===== config.mk =====
export PLATFORM = sky130hd
export DESIGN_NAME = spi_cfg_master
export DESIGN_NICKNAME = d
export VERILOG_FILES = /design/src/rtl/spi_cfg_master.sv
export SDC_FILE = /design/constraint.sdc
export NUM_CORES = 1
export LEC_CHECK = 0
export BUFFER_PORTS_ARGS = -buffer_cell sky130_fd_sc_hd__buf_2
export CORE_AREA = 3 3 81 83
export CTS_BUF_LIST = sky130_fd_sc_hd__clkbuf_8
export DETAILED_ROUTE_END_ITERATION = 7
export DIE_AREA = 0 0 84 86
export GPL_TIMING_DRIVEN = 0
export PLACE_DENSITY = 0.66
export SLEW_MARGIN = 10
export SYNTH_ARGS = -nofsm -noshare
export SYNTH_HDL_FRONTEND = slang
export SYNTH_SLANG_ARGS = --single-unit

===== constraint.sdc =====
create_clock -name I_clk -period 2.3 [get_ports I_clk]
set_input_delay 0.23 -clock I_clk [delete_from_list [all_inputs] [get_ports I_clk]]
set_output_delay 0.23 -clock I_clk [all_outputs]
set_load 0.03 [all_outputs]

===== src/rtl/spi_cfg_master.sv =====
// spi_cfg_master
// SPI master for single-byte register access to an FPGA/ADC configuration
// port. A local controller requests one read or write at a time. The block
// sends a 24-bit frame in SPI mode 0, MSB first:
//   [23] R/W, [22:21] W1:W0 = 00, [20:8] address (zero-extended), [7:0] data.
// For reads the data byte is sent as zeros, and the bits the slave returns
// during that byte appear on O_rdata.
//
// Handshake: I_req is a level. It is sampled only in IDLE. The accept edge
// raises O_ack for one cycle and latches I_rw, I_addr and I_wdata. O_busy
// stays high from accept until O_done. O_done is a one-cycle pulse.
// Requests made while busy get no ack.
//
// Timing relative to the accept edge T0 (C = CLK_DIV):
//   rising  O_sclk of bit k  at T0 + (2k+1)*C   (I_sdo sampled on this edge)
//   falling O_sclk of bit k  at T0 + (2k+2)*C   (O_sdi advances on this edge)
//   _O_csb high              at T0 + 49*C
//   O_done                   at T0 + 50*C
//
// Ports:
//   I_clk, _I_rst                   clock, async active-low reset
//   I_req, I_rw, I_addr, I_wdata    request side
//   O_ack, O_busy, O_done, O_rdata  status and read data
//   O_sclk, _O_csb, O_sdi, I_sdo    SPI pins
//   O_state                         debug view of the FSM state
module spi_cfg_master #(
  parameter int ADDR_SIZE = 8,
  parameter int CLK_DIV   = 4
) (
  input  logic                 I_clk,
  input  logic                 _I_rst,
  input  logic                 I_req,
  input  logic                 I_rw,
  input  logic [ADDR_SIZE-1:0] I_addr,
  input  logic [7:0]           I_wdata,
  output logic                 O_ack,
  output logic                 O_busy,
  output logic                 O_done,
  output logic [7:0]           O_rdata,
  output logic                 O_sclk,
  output logic                 _O_csb,
  output logic                 O_sdi,
  input  logic                 I_sdo,
  output logic [2:0]           O_state
);

  localparam int CNT_W = (CLK_DIV > 2) ? $clog2(CLK_DIV) : 1;
  localparam logic [CNT_W-1:0] CNT_RELOAD = CNT_W'(CLK_DIV - 1);

  typedef enum logic [2:0] {
    IDLE  = 3'd0,
    SETUP = 3'd1,
    SHIFT = 3'd2,
    HOLD  = 3'd3,
    GAP   = 3'd4
  } state_t;

  state_t           state_q, state_d;
  logic [CNT_W-1:0] cnt_q, cnt_d;    // half-period down-counter
  logic [4:0]       bit_q, bit_d;    // index k of the bit on the wire
  logic [23:0]      tx_q, tx_d;      // bits still to be driven, MSB next
  logic [7:0]       rx_q, rx_d;      // read-data shift register
  logic             rw_q, rw_d;

  logic             ack_d, busy_d, done_d, sclk_d, csb_d, sdi_d;
  logic [7:0]       rdata_d;
  logic [12:0]      addr_ext;
  logic [23:0]      frame;
  logic             boundary;

  assign O_state = state_q;

  always_comb begin
    state_d = state_q;
    cnt_d   = cnt_q;
    bit_d   = bit_q;
    tx_d    = tx_q;
    rx_d    = rx_q;
    rw_d    = rw_q;
    ack_d   = 1'b0;
    done_d  = 1'b0;
    busy_d  = O_busy;
    rdata_d = O_rdata;
    sclk_d  = O_sclk;
    csb_d   = _O_csb;
    sdi_d   = O_sdi;

    addr_ext                 = '0;
    addr_ext[ADDR_SIZE-1:0]  = I_addr;
    frame    = {I_rw, 2'b00, addr_ext, (I_rw ? 8'h00 : I_wdata)};
    boundary = (cnt_q == '0);

    if (state_q == IDLE) begin
      if (I_req) begin
        // Bit 23 goes out now. The rest is held shifted so that each falling
        // edge takes tx_q[23]. Zeros shift in behind, so O_sdi returns to 0
        // after the last bit.
        rw_d    = I_rw;
        tx_d    = {frame[22:0], 1'b0};
        sdi_d   = frame[23];
        ack_d   = 1'b1;
        busy_d  = 1'b1;
        csb_d   = 1'b0;
        cnt_d   = CNT_RELOAD;
        bit_d   = 5'd0;
        state_d = SETUP;
      end
    end else if (!boundary) begin
      cnt_d = cnt_q - CNT_W'(1);
    end else begin
      // Reloading at every phase boundary keeps each phase exactly CLK_DIV
      // cycles long for the whole frame.
      cnt_d = CNT_RELOAD;
      unique case (state_q)
        SETUP: begin
          sclk_d  = 1'b1;
          state_d = SHIFT;
        end
        SHIFT: begin
          if (!O_sclk) begin
            // Rising edge. I_sdo still holds the value the slave drove
            // during the low phase that just ended.
            sclk_d = 1'b1;
            if (bit_q[4]) rx_d = {rx_q[6:0], I_sdo};
          end else begin
            sclk_d = 1'b0;
            sdi_d  = tx_q[23];
            tx_d   = {tx_q[22:0], 1'b0};
            if (bit_q == 5'd23) state_d = HOLD;
            else                bit_d   = bit_q + 5'd1;
          end
        end
        HOLD: begin
          csb_d   = 1'b1;
          state_d = GAP;
        end
        GAP: begin
          done_d  = 1'b1;
          busy_d  = 1'b0;
          if (rw_q) rdata_d = rx_q;
          state_d = IDLE;
        end
        default: state_d = IDLE;
      endcase
    end
  end

  always_ff @(posedge I_clk or negedge _I_rst) begin
    if (!_I_rst) begin
      state_q <= IDLE;
      cnt_q   <= '0;
      bit_q   <= '0;
      tx_q    <= '0;
      rx_q    <= '0;
      rw_q    <= 1'b0;
      O_ack   <= 1'b0;
      O_busy  <= 1'b0;
      O_done  <= 1'b0;
      O_rdata <= 8'h00;
      O_sclk  <= 1'b0;
      _O_csb  <= 1'b1;
      O_sdi   <= 1'b0;
    end else begin
      state_q <= state_d;
      cnt_q   <= cnt_d;
      bit_q   <= bit_d;
      tx_q    <= tx_d;
      rx_q    <= rx_d;
      rw_q    <= rw_d;
      O_ack   <= ack_d;
      O_busy  <= busy_d;
      O_done  <= done_d;
      O_rdata <= rdata_d;
      O_sclk  <= sclk_d;
      _O_csb  <= csb_d;
      O_sdi   <= sdi_d;
    end
  end

endmodule


==> results of run 1 <==
[sequential cells by signal (all words and copies together), names as in the netlist, 2 cells and up]
signal	flops
rx_q	8
O_rdata	8
cnt_q	2
bit_q	5
O_state	3
tx_q	23
[kinds of logic after synthesis]
kind of cell,Yosys count,share of synthesized area (%)
AND/OR/NAND/NOR,44,10.6
adder cells (fa/ha/maj),2,0.950
flip-flops,56,53.3
buffers and inverters,33,5.84
AO/OA/AOI/OAI,22,5.42
multiplexers,57,23.9
[worst max-delay path, stage by stage, from the launching register on]
cell                       delay (ns)
sky130_fd_sc_hd__dfrtp_1         0.41
sky130_fd_sc_hd__inv_1           0.06
sky130_fd_sc_hd__ha_1            0.13
sky130_fd_sc_hd__buf_2           0.18
sky130_fd_sc_hd__nand3_1         0.12
sky130_fd_sc_hd__a21boi_1        0.25
sky130_fd_sc_hd__buf_2           0.31
sky130_fd_sc_hd__buf_2           0.30
sky130_fd_sc_hd__mux2i_1         0.21
[metal layers]
metal	vias to the layer above	GRT usage (%)	part of all wire, %
met5	-	0	0
met4	0	5.41	1.3
met3	7	3.55	4.6
met2	38	23.4	48
met1	831	18.2	46
li1	842	-	-
[metrics by stage]
step	power, mW	std cells
2_1_floorplan	2.63	214
3_3_place_gp	2.90	325
3_5_place_dp	2.96	326
4_1_cts	3.60	335
5_1_grt	3.82	335
6_report	3.56	335
[report_power, final]
group	switching [mW]	leakage (nW)	internal (mW)
combinational	0.702	0.734	0.692
clock	0.319	0.0593	0.320
sequential	0.193	0.702	1.33
total	1.21	1.50	2.35
[final cells by class]
type	count	area (um2)
fill	534	2880
multi-input combinational	125	1080
inverter	21	78.8
timing repair buffer	38	210
clock buffer	5	68.8
buffer	12	75.1
tap	75	93.8
clock inverter	3	38.8
sequential	56	1400
[layout by cell type, fill, tap and decap left out, types with 2 or more instances in the layout]
cell                       count
sky130_fd_sc_hd__dfrtp_1      55
sky130_fd_sc_hd__ha_1          2
sky130_fd_sc_hd__a31oi_1       5
sky130_fd_sc_hd__nand2b_1      3
sky130_fd_sc_hd__nor3_1        2
sky130_fd_sc_hd__o21ai_0       5
sky130_fd_sc_hd__clkbuf_8      5
sky130_fd_sc_hd__nor2b_1       7
sky130_fd_sc_hd__clkbuf_1      2
sky130_fd_sc_hd__mux2i_1      15
sky130_fd_sc_hd__mux2_4        2
sky130_fd_sc_hd__inv_1        22
sky130_fd_sc_hd__buf_4         2
sky130_fd_sc_hd__buf_2        41
sky130_fd_sc_hd__and3_1        2
sky130_fd_sc_hd__a21oi_1       3
sky130_fd_sc_hd__or3_1         2
sky130_fd_sc_hd__nand3_1       2
sky130_fd_sc_hd__mux2_2       40
sky130_fd_sc_hd__nand2_1      12
sky130_fd_sc_hd__o211ai_1      3
sky130_fd_sc_hd__buf_6         2
sky130_fd_sc_hd__nand4_1       5
[what timing repair did]
item / in CTS / in global routing
endpoints found under the setup margin: 0 / 0
hold buffers: 1 / 0
endpoints found under the hold margin: 21 / 0
[worst max-delay path by stage]
stage | from | to | slack, ns | cells after the start
after floorplan | O_state[0]$_DFFE_PN0P_ | tx_q[15]$_DFFE_PN0P_ | 0.38 | 5
after global placement | cnt_q[0]$_DFFE_PN0P_ | tx_q[21]$_DFFE_PN0P_ | 0.31 | 8
after detailed placement | cnt_q[0]$_DFFE_PN0P_ | tx_q[20]$_DFFE_PN0P_ | 0.27 | 8
after CTS | cnt_q[0]$_DFFE_PN0P_ | tx_q[20]$_DFFE_PN0P_ | 0.23 | 8
after global routing | cnt_q[0]$_DFFE_PN0P_ | tx_q[19]$_DFFE_PN0P_ | 0.07 | 8
final | cnt_q[0]$_DFFE_PN0P_ | tx_q[20]$_DFFE_PN0P_ | 0.24 | 8
==> metrics.sh, run 1 <==
CORE_FOOTPRINT_UM2=5920
POSTSYNTHNETCOUNT=237
MAXCAPVIOLATIONS=0
PIN_COUNT_OF_THE_BIGGEST_NET_ENTERING_GLOBAL_ROUTING=36
POSTCTSSETUPREPAIRBUFS=0
FINISHED_CORE_UTIL_PCT=51.4
CRIT_PATH_START_KIND='register'
OUTCOME='complete, no violations'
YOSYS_WARNINGS=0
TIMING.FINAL.CRIT_SHARE_PCT=89.5
LENGTH_IN_CELLS_OF_THE_WORST_REG_TO_REG_PATH=8
IO_BUFFER_COUNT=36
GP_CONGESTION=0.802
SETUP.WORST_PATH.END_CLASS='register'
YS_DOMINANT_REG_CELL='sky130_fd_sc_hd__dfrtp_1'
P_LEAK_nW=1.50
TIGHTESTPINTRANSITION_NS=0.525
SYNTH_AREA_UM2=2630
SETUP.REG_TO_REG.WORST_SLACK_NS=0.24
MIN_DELAY_PATH_DEPTH=2
ACHIEVABLE-FREQUENCY_MHz=486
REPORT.FINAL.SETUP_VIOL=0
ROUTED_WIRE_LENGTH_PER_INSTANCE_UM=14.2
TIMING.HOLD.WORST_ENDPOINT='rx_q[0]$_DFFE_PN0P_'
SYNTH_MOST_COMMON_CELL='sky130_fd_sc_hd__dfrtp_1'
SLEW_HEADROOM_PCT=65.0
WORSTHOLDPATHTYPE='input pin to register'
SEQ_AREA_FRAC_SYNTH_PCT=53.3
SYNTH_COMMON_CELLS='sky130_fd_sc_hd__dfrtp_1 (55), sky130_fd_sc_hd__mux2_2 (40), sky130_fd_sc_hd__inv_1 (21), sky130_fd_sc_hd__mux2i_1 (15), sky130_fd_sc_hd__nand2_1 (12)'
YOSYSTOPAREACELLSHARE_PCT=52.3
TOTAL_POWER_DENSITY_PER_CELL_AREA_nW_PER_UM2=1170
RSZ_0062_RAISED_AFTER_GLOBAL_ROUTING='false'
PLACE_WS_NS=0.267
PLACE.DETAILED.HPWL_MM=3.36
SYNTH_ASYNC_SR_FLOP_SHARE_PCT=100
CRIT-REG2REG-CAPTURE='tx_q[20]$_DFFE_PN0P_'
SYNTH-SEQ-CELLS=56
DESIGN.DIE.AREA_UM2=7220
SYNTH_TOP_CELL_BY_AREA='sky130_fd_sc_hd__dfrtp_1'
GLOBAL_ROUTE_WIRE_LENGTH_BEFORE_REPAIR_MM=8.22
GRT_USAGE_PCT=14.2
CTS_RESIZED=0
CP_MAX_FO=10
INITIAL_ANTENNA_VIOLATION_COUNT=0
LAYOUT.NETS=282
CRITICAL_PATH.REG2REG.STARTPOINT='cnt_q[0]$_DFFE_PN0P_'
SYNTHESIS_TO_LAYOUT_AREA_GROWTH_PCT=15.6
GRT.OVERFLOW.TOTAL=0
NUMBER_OF_DESIGN_RULE_VIOLATIONS_LEFT_AFTER_DETAIL_ROUTING=0
PLACEMENTROWS=28
SYN_AVG_CELL_AREA_UM2=12.3
DIE_H_UM=86
CTS_MAX_PATH_BUFFERS=2
CTS_NUM_SINKS=56
ROOT_BUFFER='sky130_fd_sc_hd__clkbuf_8'
HOLD_VIOLATIONS=0
NUMBER_OF_CTS_INSERTED_BUFFERS=5
VIA_COUNT_OF_THE_FIRST_GLOBAL_ROUTING_PASS=1790
HOLDCRITSTARTPOINT='I_sdo'
WORST-ENDPOINT-ARRIVAL_NS=2.29
WL_MM=4.77
FIN_AREA_UM2=3050
FIRST_ITER_VIOLATIONS=50
FINCLKSKEW_NS=0.0122
VIAS=1718
PLACEMENT.CELL_AREA_UM2=2930
IOS=38
SYNTHTOPCELLSBYAREA='sky130_fd_sc_hd__dfrtp_1 (52%), sky130_fd_sc_hd__mux2_2 (17%), sky130_fd_sc_hd__mux2i_1 (5.7%)'
TIMING.SETUP.CRITICAL_PATH_CLASS='register to register'
1ST_PASS_ROUTER_ITERATIONS=4
HOLD-WORST-SLACK_NS=0.156
SETUP_TOTAL_NEGATIVE_SLACK_NS=0
TIMING.FINAL.MAX_SLEW_VIOLATIONS=0
INSERTEDDIODECOUNT=0
START_UTIL_PCT=44.5
FINAL.SETUP.WORST_SLACK_NS=0.243
YS_TYPES=39
CLOCK_INSERTION_DELAY_WORST_SKEW_NS=0.31
PATH_CLK_SLEW_NS=0.10
SYNTH_EDF_COUNT=0
CP.REQUIRED_NS=2.53
LAYOUT-DRIVE-GT1-SHARE_PCT=38.8
DRT-VIAS-PER-INSTANCE=5.13
ANTENNA_LEFT=0
CTS_MAX_LEVEL=2
CTS_TREE='built'
VDD_IR_DROP_MAX_uV=732
NETLIST_INSTANCES=214
FINAL_PERIOD_MINUS_WORST_SETUP_SLACK_NS=2.06
DIEWIDTH_UM=84
(Power assumes the default switching activity.)
==> inputs of run 2 (changes only) <==
--- a/config.mk
+++ b/config.mk
@@ -12,6 +12,7 @@
 export DIE_AREA = 0 0 84 86
 export GPL_TIMING_DRIVEN = 0
 export PLACE_DENSITY = 0.66
+export RECOVER_POWER = 25
 export SLEW_MARGIN = 10
 export SYNTH_ARGS = -nofsm -noshare
 export SYNTH_HDL_FRONTEND = slang
==> run 2 against run 1 <==
  * First-iteration DRC count unchanged
  * Die area unchanged
  * Final cell count unchanged
  * Sequential share of layout area up 0.21 points
  * Sequential cell count unchanged
  * Critical path depth unchanged
  * Register-to-register slack about the same
  * Largest cell class unchanged
==> metrics.sh, run 2 (synthesis results as in run 1) <==
FIRST_ITER_VIOLATIONS=50
MAXCAPVIOLATIONS=0
COMMONEST_NON_FILL_NON_TAP_CELLS_IN_THE_LAYOUT='sky130_fd_sc_hd__dfrtp_1 (55), sky130_fd_sc_hd__buf_2 (40), sky130_fd_sc_hd__mux2_2 (40)'
VDD_IR_DROP_MAX_uV=732
SLEW_HEADROOM_PCT=22.3
FINAL_PERIOD_MINUS_WORST_SETUP_SLACK_NS=2.06
PLACE.DETAILED.HPWL_MM=3.36
TIGHTESTPINTRANSITION_NS=1.17
WORST-ENDPOINT-ARRIVAL_NS=2.29
RSZ_0062_RAISED_AFTER_GLOBAL_ROUTING='false'
SETUP.WORST_PATH.END_CLASS='register'
HOLD_VIOLATIONS=0
ROOT_BUFFER='sky130_fd_sc_hd__clkbuf_8'
TIMING.SETUP.CRITICAL_PATH_CLASS='register to register'
CTS_NUM_SINKS=56
VIAS=1716
START_UTIL_PCT=44.5
TOTAL_POWER_DENSITY_PER_CELL_AREA_nW_PER_UM2=1170
POSTCTSSETUPREPAIRBUFS=0
VIA_COUNT_OF_THE_FIRST_GLOBAL_ROUTING_PASS=1790
FILLER_CELL_COUNT=533
SETUP_TOTAL_NEGATIVE_SLACK_NS=0
WL_MM=4.77
LARGEST_REG_BY_FF_COUNT='tx_q'
CP.REQUIRED_NS=2.53
1ST_PASS_ROUTER_ITERATIONS=4
P_SW_mW=1.21
NUMBER_OF_DESIGN_RULE_VIOLATIONS_LEFT_AFTER_DETAIL_ROUTING=0
TIMING.FINAL.CRIT_SHARE_PCT=89.4
DP.CELLS=326
CORE_FOOTPRINT_UM2=5920
WORSTHOLDPATHTYPE='input pin to register'
AREA.SEQUENTIAL_UM2=1400
TIMING.FINAL.MAX_SLEW_VIOLATIONS=0
P_LEAK_nW=1.49
CTS_RESIZED=0
MULTI_INPUT_AREA_UM2=1080
CP_MAX_FO=10
CTS_MAX_PATH_BUFFERS=2
GRT_USAGE_PCT=14.2
INSERTEDDIODECOUNT=0
LAYOUT-DRIVE-GT1-SHARE_PCT=38.5
CTS_TREE='built'
MIN_DELAY_PATH_DEPTH=2
CTS_HOLD_BUFFERS=1
IO_BUFFER_COUNT=36
CELLINTERNALPOWER_mW=2.34
SETUP.REG_TO_REG.WORST_SLACK_NS=0.24
FIN_TOTAL_PWR_mW=3.56
SYNTHESIS_TO_LAYOUT_AREA_GROWTH_PCT=15.1
MAX_FFS_PER_REGISTER=23
LAYOUT.NETS=282
LAYOUT_TOP_REGISTERS='tx_q (23), O_rdata (8), rx_q (8)'
GP_CONGESTION=0.802
FINAL_CELLS=335
FIN_AREA_UM2=3030
ACHIEVABLE-FREQUENCY_MHz=486
NUMBER_OF_CTS_INSERTED_BUFFERS=5
HOLDCRITSTARTPOINT='I_sdo'
PLACEMENTROWS=28
SHARE_CLK_OF_TOTAL_POWER_PCT=18.0
FINCLKSKEW_NS=0.0123
PIN_COUNT_OF_THE_BIGGEST_NET_ENTERING_GLOBAL_ROUTING=36
TIMING.HOLD.WORST_ENDPOINT='rx_q[0]$_DFFE_PN0P_'
CLOCK_INSERTION_DELAY_WORST_SKEW_NS=0.31
OUTCOME='complete, no violations'
DIE_H_UM=86
GLOBAL_ROUTE_WIRE_LENGTH_BEFORE_REPAIR_MM=8.22
ROUTED_WIRE_LENGTH_PER_INSTANCE_UM=14.2
DRT-VIAS-PER-INSTANCE=5.12
PWR-SHARE-COMB_PCT=39.1
POWER.SWITCHING_FRACTION_PCT=34.1
DIEWIDTH_UM=84
CRIT-REG2REG-CAPTURE='tx_q[20]$_DFFE_PN0P_'
REPORT.FINAL.SETUP_VIOL=0
DESIGN.DIE.AREA_UM2=7220
POWER_FRAC_SEQ_PCT=42.9
LENGTH_IN_CELLS_OF_THE_WORST_REG_TO_REG_PATH=8
CTS_MAX_LEVEL=2
IOS=38
PLACEMENT.CELL_AREA_UM2=2930
CRITICAL_PATH.REG2REG.STARTPOINT='cnt_q[0]$_DFFE_PN0P_'
CRIT_PATH_START_KIND='register'
INITIAL_ANTENNA_VIOLATION_COUNT=0
GRT.OVERFLOW.TOTAL=0
LAYOUT.CELLS.MOST_COMMON='sky130_fd_sc_hd__dfrtp_1'
ANTENNA_LEFT=0
PATH_CLK_SLEW_NS=0.10
run 2: worst max-delay path, cell delays in order (launching register included):
cell	delay [ns]
sky130_fd_sc_hd__dfrtp_1	0.41
sky130_fd_sc_hd__inv_1	0.06
sky130_fd_sc_hd__ha_1	0.13
sky130_fd_sc_hd__buf_2	0.18
sky130_fd_sc_hd__nand3_1	0.12
sky130_fd_sc_hd__a21boi_1	0.25
sky130_fd_sc_hd__buf_2	0.31
sky130_fd_sc_hd__buf_2	0.30
sky130_fd_sc_hd__mux2i_1	0.21
run 2: power groups by stage:
stage	Clock [mW]	Combinational, mW	Sequential (mW)
after floorplan	0	1.01	1.61
after global placement	0	1.36	1.54
after detailed placement	0	1.41	1.55
after CTS	0.656	1.41	1.53
after global routing	0.691	1.55	1.58
final	0.639	1.39	1.53
run 2: layer usage:
| layer | global-route usage, % | vias to the layer above | part of all wire [%] |
|---|---|---|---|
| met5 | 0 | - | 0 |
| met4 | 5.41 | 0 | 1.3 |
| met3 | 3.55 | 7 | 4.6 |
| met2 | 23.4 | 38 | 48 |
| met1 | 18.2 | 830 | 46 |
| li1 | - | 841 | - |
run 2: layout make-up:
type                       count  share of cell area, %
timing repair buffer          38                   6.48
tap                           75                   3.10
inverter                      21                   2.60
clock inverter                 3                   1.28
sequential                    56                   46.3
clock buffer                   5                   2.27
buffer                        12                   2.48
multi-input combinational    125                   35.5
run 2: worst max path at each step:
stage | startpoint | end | slack [ns] | cells past startpoint
4_1_cts | cnt_q[0]$_DFFE_PN0P_ | tx_q[20]$_DFFE_PN0P_ | 0.23 | 8
2_1_floorplan | O_state[0]$_DFFE_PN0P_ | tx_q[15]$_DFFE_PN0P_ | 0.38 | 5
3_5_place_dp | cnt_q[0]$_DFFE_PN0P_ | tx_q[20]$_DFFE_PN0P_ | 0.27 | 8
6_report | cnt_q[0]$_DFFE_PN0P_ | tx_q[20]$_DFFE_PN0P_ | 0.24 | 8
3_3_place_gp | cnt_q[0]$_DFFE_PN0P_ | tx_q[21]$_DFFE_PN0P_ | 0.31 | 8
5_1_grt | cnt_q[0]$_DFFE_PN0P_ | tx_q[19]$_DFFE_PN0P_ | 0.07 | 8
run 2: metrics by stage:
step	setup slack, ns	utilization [%]	hold slack [ns]
final	0.243	51.2	0.156
after CTS	0.234	51.4	0.147
after floorplan	0.385	-	-0.0656
after global placement	0.312	49.1	0.469
after global routing	0.0704	51.2	0.158
after detailed placement	0.267	49.5	0.240
